### src/rtl/param_lock.sv
// Code lock with programmable code, timed open window and attempt limiting.
// Define PARAM_LOCK_LOCKOUT_EN to enable the timed lockout after MAX_TRIES wrong codes.
module param_lock #(
    parameter int WIDTH       = 16,
    parameter int MAX_TRIES   = 3,
    parameter int OPEN_CYCLES = 8,
    parameter int LOCK_CYCLES = 16
) (
    input  logic                           clk,
    input  logic                           reset,
    input  logic [WIDTH-1:0]               in,
    input  logic                           in_valid,
    input  logic                           prog,
    output logic                           ready,
    output logic                           out,
    output logic                           match,
    output logic                           fail,
    output logic                           alarm,
    output logic [$clog2(MAX_TRIES+1)-1:0] tries_left
);

    localparam int TW = $clog2(MAX_TRIES + 1);
    localparam int OW = $clog2(OPEN_CYCLES + 1);
    localparam logic [TW-1:0] TRIES_INIT = TW'(MAX_TRIES);
    localparam logic [OW-1:0] OPEN_INIT  = OW'(OPEN_CYCLES);

    typedef enum logic [1:0] {
        S_UNSET,
        S_LOCKED,
        S_OPEN,
        S_LOCKOUT
    } state_t;

    state_t           state;
    logic [WIDTH-1:0] code;
    logic [OW-1:0]    open_cnt;
    logic             take;

`ifdef PARAM_LOCK_LOCKOUT_EN
    localparam int LW = $clog2(LOCK_CYCLES + 1);
    localparam logic [LW-1:0] LOCK_INIT = LW'(LOCK_CYCLES);
    logic [LW-1:0] lock_cnt;
`endif

    // ready is registered, so a word offered during lockout is never taken
    assign take = in_valid && ready;

    always_ff @(posedge clk) begin
        if (!reset) begin
            state      <= S_UNSET;
            code       <= '0;
            open_cnt   <= '0;
            out        <= 1'b1;
            ready      <= 1'b1;
            match      <= 1'b0;
            fail       <= 1'b0;
            alarm      <= 1'b0;
            tries_left <= TRIES_INIT;
`ifdef PARAM_LOCK_LOCKOUT_EN
            lock_cnt   <= '0;
`endif
        end else begin
            match <= 1'b0;
            fail  <= 1'b0;
            case (state)
                S_UNSET: begin
                    if (take && prog) begin
                        code  <= in;
                        state <= S_LOCKED;
                    end
                end
                S_LOCKED: begin
                    if (take && !prog) begin
                        if (in == code) begin
                            match      <= 1'b1;
                            out        <= 1'b0;
                            tries_left <= TRIES_INIT;
                            open_cnt   <= OPEN_INIT;
                            state      <= S_OPEN;
                        end else begin
                            fail <= 1'b1;
`ifdef PARAM_LOCK_LOCKOUT_EN
                            if (tries_left <= TW'(1)) begin
                                tries_left <= '0;
                                lock_cnt   <= LOCK_INIT;
                                alarm      <= 1'b1;
                                ready      <= 1'b0;
                                state      <= S_LOCKOUT;
                            end else begin
                                tries_left <= tries_left - TW'(1);
                            end
`endif
                        end
                    end
                end
                S_OPEN: begin
                    if (take && prog) begin
                        code     <= in;
                        out      <= 1'b1;
                        open_cnt <= '0;
                        state    <= S_LOCKED;
                    end else if (open_cnt <= OW'(1)) begin
                        out      <= 1'b1;
                        open_cnt <= '0;
                        state    <= S_LOCKED;
                    end else begin
                        open_cnt <= open_cnt - OW'(1);
                    end
                end
`ifdef PARAM_LOCK_LOCKOUT_EN
                S_LOCKOUT: begin
                    if (lock_cnt <= LW'(1)) begin
                        lock_cnt   <= '0;
                        alarm      <= 1'b0;
                        ready      <= 1'b1;
                        tries_left <= TRIES_INIT;
                        state      <= S_LOCKED;
                    end else begin
                        lock_cnt <= lock_cnt - LW'(1);
                    end
                end
`endif
                default: begin
                    state <= S_UNSET;
                    out   <= 1'b1;
                    ready <= 1'b1;
                    alarm <= 1'b0;
                end
            endcase
        end
    end

endmodule

### config.mk
export PLATFORM = sky130hd
export DESIGN_NAME = param_lock
export DESIGN_NICKNAME = d
export VERILOG_FILES = /design/src/rtl/param_lock.sv
export SDC_FILE = /design/constraint.sdc
export NUM_CORES = 1
export LEC_CHECK = 0
export BUFFER_PORTS_ARGS = -buffer_cell sky130_fd_sc_hd__buf_2
export CORE_UTILIZATION = 55
export DETAILED_ROUTE_END_ITERATION = 7
export PLACE_DENSITY_LB_ADDON = 0.05
export SYNTH_ARGS = -nofsm -noshare
export SYNTH_HDL_FRONTEND = slang
export SYNTH_SLANG_ARGS = --single-unit
### constraint.sdc
create_clock -name clk -period 3.93 [get_ports clk]
set_input_delay 0.786 -clock clk [delete_from_list [all_inputs] [get_ports clk]]
set_output_delay 0.786 -clock clk [all_outputs]
set_load 0.01 [all_outputs]
Yosys cells after proc, flatten, opt, wreduce, memory -nomap -nowiden:

Index checks and enable logic that the tools add are counted.

* equal/unequal tests: 7
* reduce and logical (&&, ||, !) cells: 11
* bitwise operators: 1
* add/sub/neg operators: 1
* $lt $le $gt $ge: 1
* mux-type cells: 18

Operator list (number)
* equality test 16 bit: 1
* 2-to-1 mux 4 bit: 4
* 2-to-1 mux 2 bit: 5
* one-hot mux 4 bit (2 select lines): 1
* AND reduction 4 bit: 2
* 2-to-1 mux 1 bit: 6
* inequality test 2 bit, second input constant: 3
* one-hot mux 2 bit (3 select lines): 1
* AND reduction 3 bit: 2
* <= comparator 4 x 1 -> 1 bit, second input constant: 1
* subtractor 4 x 1 -> 4 bit, second input constant: 1
* inequality test 3 bit, second input constant: 1
* one-hot mux 1 bit (3 select lines): 1
* equality test 2 x 1 -> 1 bit, second input constant: 1
* equality test 2 bit, second input constant: 1
* logical AND 1 bit: 2
* zero test 2 bit: 1
* AND reduction 2 bit: 1
* nonzero test 2 bit: 1
* OR reduction 2 bit: 1
* zero test 1 bit: 1
* inverter 1 bit: 1

* bits in registers: 25
* word-level logic and storage cells: 45
* output and inout port bits: 7
* input port bits: 20

Depth between registers and ports, before layout:

* depth in word-level cells: 4
* gate-level depth with buffers: 7
* mapped depth without buffers: 7

Worst setup path after synthesis:

Ideal clock, no wire load.

* kind: input -> register
* start: input port in[14]
* end: register out
* stages: 5
* arrival: 1.693 ns
* slack: 2.102 ns
* cells stage by stage: xnor2_1 > nand4_1 > nor4_4 > and3_4 > o21ai_0

* cells in the longest elaborated chain, start to end: 3

RTL lines
* start: declaration: line 11 `input logic [WIDTH-1:0] in,`
* equality test 16 bit: line 74 `if (in == code) begin`
* inequality test 2 bit (no line)
* AND reduction 4 bit (no line)
* end signal: assignment: line 76 `out <= 1'b0;`
* end signal: assignment: line 99 `out <= 1'b1;`
* end signal: assignment: line 103 `out <= 1'b1;`
* end: declaration: line 15 `output logic out,`

Every way passes these cells.
A chain may end at the register's enable or synchronous reset.

Worst setup path in the final report:

* start: input port prog
* end: register code[0]

* cells in the longest elaborated chain, start to end: 2

RTL lines
* start: declaration: line 13 `input logic prog,`
* logical AND 1 bit: line 67, 97
* AND reduction 2 bit (no line)
* end signal: assignment: line 68 `code <= in;`
* end signal: assignment: line 98 `code <= in;`
* end: declaration: line 35 `logic [WIDTH-1:0] code;`

Every way passes these cells.

==> load_flow_metrics.sql <==
INSERT INTO impl_metrics (metric_group, metric, value, unit) VALUES
('finish', 'antenna-diode-count', '0', ''),
('clock_tree', 'cts_hold_buffers', '0', ''),
('place', 'port-buffer-count', '22', ''),
('floorplanning', 'top_level_ports', '27', ''),
('setup_path', 'timing.critical_path.buf_inv', '1', ''),
('setup_path', 'worst-setup-path-type', 'input pin to flip-flop', ''),
('floorplanning', 'die_area', '0.00238', 'mm2'),
('sta', 'timing.final.setup_violations', '0', ''),
('floorplanning', 'coreArea', '0.00200', 'mm2'),
('setup_path', 'startpoint_type', 'input pin', ''),
('route', 'met3WireLength', '82', 'um'),
('finish', 'drive_gt1_frac', '0.182', ''),
('floorplanning', 'chipWidth', '48.8', 'um'),
('pwr', 'static-leakage-power', '0.496', 'nW'),
('setup_path', 'cp_max_fo', '16', ''),
('sta', 'post_layout_min_period', '1.77', 'ns'),
('sta', 'final_max_slew_viol_count', '0', ''),
('setup_path', 'endpoint_kind', 'flip-flop', ''),
('clock_tree', 'clock_insertion_delay_worst_skew', '0.31', 'ns'),
('clock_tree', 'number_of_instances_resized_during_post_cts_repair', '0', ''),
('sta', 'finalCritPeriodShare', '0.451', ''),
('yosys', 'async_set_or_reset_flop_fraction_in_the_synthesized_netlist', '0', ''),
('yosys', 'netlist_top_cells_count', 'nand2_1 (34), dfxtp_1 (25), a21oi_1 (17)', ''),
('route', 'wl_met2', '999', 'um'),
('setup_path', 'cpMaxStageDelayCell', 'nor2_1', ''),
('sta', 'hold_viol_final', '0', ''),
('global_route', 'first_pass_grt_wire_length', '3900', 'um'),
('yosys', 'synthTopCellsByArea', 'dfxtp_1 (41%), xnor2_1 (12%), nand2_1 (11%)', ''),
('finish', 'final_design_area_no_fill', '0.00133', 'mm2'),
('finish', 'layout.nets', '188', ''),
('clock_tree', 'clk_pin_slew_worst_paths', '0.12', 'ns'),
('sta', 'fin_setup_tns', '0', 'ns'),
('hold_path', 'hp-class', 'flip-flop to flip-flop', ''),
('yosys', 'synth_top_flop_cell', 'dfxtp_1', ''),
('route', 'post-route-drc-count', '0', ''),
('sta', 'worstMarginPinSlew', '0.987', 'ns'),
('setup_path', 'critical_path.most_common_cell', 'nand2_1', ''),
('route', 'highest_layer', 'met4', ''),
('yosys', 'avgSynthCellArea', '8.21', 'um2'),
('route', 'via_count', '979', ''),
('floorplanning', 'die-height', '48.8', 'um'),
('finish', 'multi_input_area', '647', 'um2'),
('global_route', 'grt_usage', '0.209', ''),
('pwr', 'ir_drop', '199', 'uV'),
('yosys', 'synth_most_common_cell', 'nand2_1', ''),
('run_status', 'outcome', 'complete, no violations', ''),
('route', 'detail_route.first_pass.iterations', '4', ''),
('global_route', 'gr-total-overflow', '0', ''),
('clock_tree', 'cts_root_buffer', 'clkbuf_4', ''),
('setup_path', 'cpLargestDelayFamily', 'simple AND/OR/NAND/NOR gates', ''),
('floorplanning', 'initial_utilization', '0.603', ''),
('finish', 'nFillCells', '188', ''),
('clock_tree', 'ctsLongestPathBuffers', '2', ''),
('setup_path', 'reg2reg_depth', '6', ''),
('yosys', 'synth_enable_flop_cells', '0', ''),
('sta', 'max_slew_margin_vs_limit', '0.339', ''),
('yosys', 'mappedNetlistArea', '0.00121', 'mm2'),
('pwr', 'powerDensity', '330', 'mW/mm2'),
('global_route', 'antenna_found_initial', '0', ''),
('setup_path', 'worst-path-stages', '5', ''),
('yosys', 'yosys_register_bits', '25', ''),
('clock_tree', 'clock_sink_count', '25', ''),
('place', 'dp_hpwl', '1660', 'um'),
('setup_path', 'crit_path_cell_trace', 'buf_2 -> nand2_1 -> nor2_1 -> nand2_1 -> a21oi_1', ''),
('route', 'ant_nets', '0', ''),
('pwr', 'total_power_draw', '0.439', 'mW'),
('route', 'finalWirelength', '2250', 'um'),
('setup_path', 'slowest_delay', '0.76', 'ns'),
('yosys', 'netlist_instances', '147', ''),
('place', 'finalWeightedCongestion', '0.830', ''),
('yosys', 'sequential_share_of_the_synthesized_area', '0.415', '');
cell type report:
type                            instances  share of cell area
Sequential cell                        25               0.377
Tap cell                               27              0.0254
Clock buffer                            4              0.0198
Timing Repair Buffer                   22              0.0829
Inverter                                3             0.00847
Multi-Input combinational cell        111               0.487
stage by stage:
stage	cells	worst slack, ns	hold slack, ns
floorplan	149	2.10	0.449
global placement	188	1.86	0.454
detailed placement	188	1.82	0.463
CTS	192	2.15	0.481
global route	192	1.98	0.508
finish	192	2.16	0.477
flip-flops by register name (all words and copies together), names as in the netlist:
signal	cells
open_cnt	4
code	16
fail	1
match	1
out	1
state	2
layer usage:
layer  global-route usage  vias up
met5                    0        -
met4               0.0784        0
met3               0.0312        2
met2                0.336       22
met1                0.283      434
li1                     -      521
tightest hold or removal path: stages, from the launching register on:
cell     delay (ns)
dfxtp_1        0.34
nand2_1        0.05
a21oi_1        0.05
power by group:
group	total, mW	internal, mW	switching (mW)
combinational	0.0578	0.0258	0.0320
clock	0.112	0.0396	0.0723
sequential	0.269	0.262	0.00645
total	0.439	0.328	0.111
cells in the final DEF (no fill, tap or decap), types with 3 or more instances in the layout:
| master | netlist | routed |
|---|---|---|
| dfxtp_1 | 25 | 25 |
| nor2_1 | 5 | 5 |
| a21oi_1 | 17 | 17 |
| nand3_1 | 3 | 3 |
| buf_2 | 2 | 22 |
| clkbuf_4 | 0 | 3 |
| nand4_1 | 4 | 4 |
| inv_1 | 3 | 3 |
| nand2_1 | 34 | 34 |
| o21ai_0 | 3 | 3 |
| xnor2_1 | 16 | 16 |
| conb_1 | 2 | 4 |
path summary, 6_finish.rpt:
| path | start | to | slack (ns) |
|---|---|---|---|
| min | code[14] | code[14] | 0.48 |
| max reg2reg | open_cnt[0] | state[0] | 2.18 |
| min reg2reg | code[14] | code[14] | 0.48 |
| max | prog | code[0] | 2.16 |
logic make-up (layout without fill, tap and decap cells):
group           count (synthesis)  in the layout  share of synthesized area
xor+xnor                       16             16                      0.116
flops                          25             25                      0.415
buf+inv                        13             29                     0.0550
simple gates                   60             60                      0.248
other cells                     2              4                    0.00623
compound gates                 29             29                      0.139
fa+ha+maj                       2              2                     0.0207
Power figures use the tool's default switching activity.
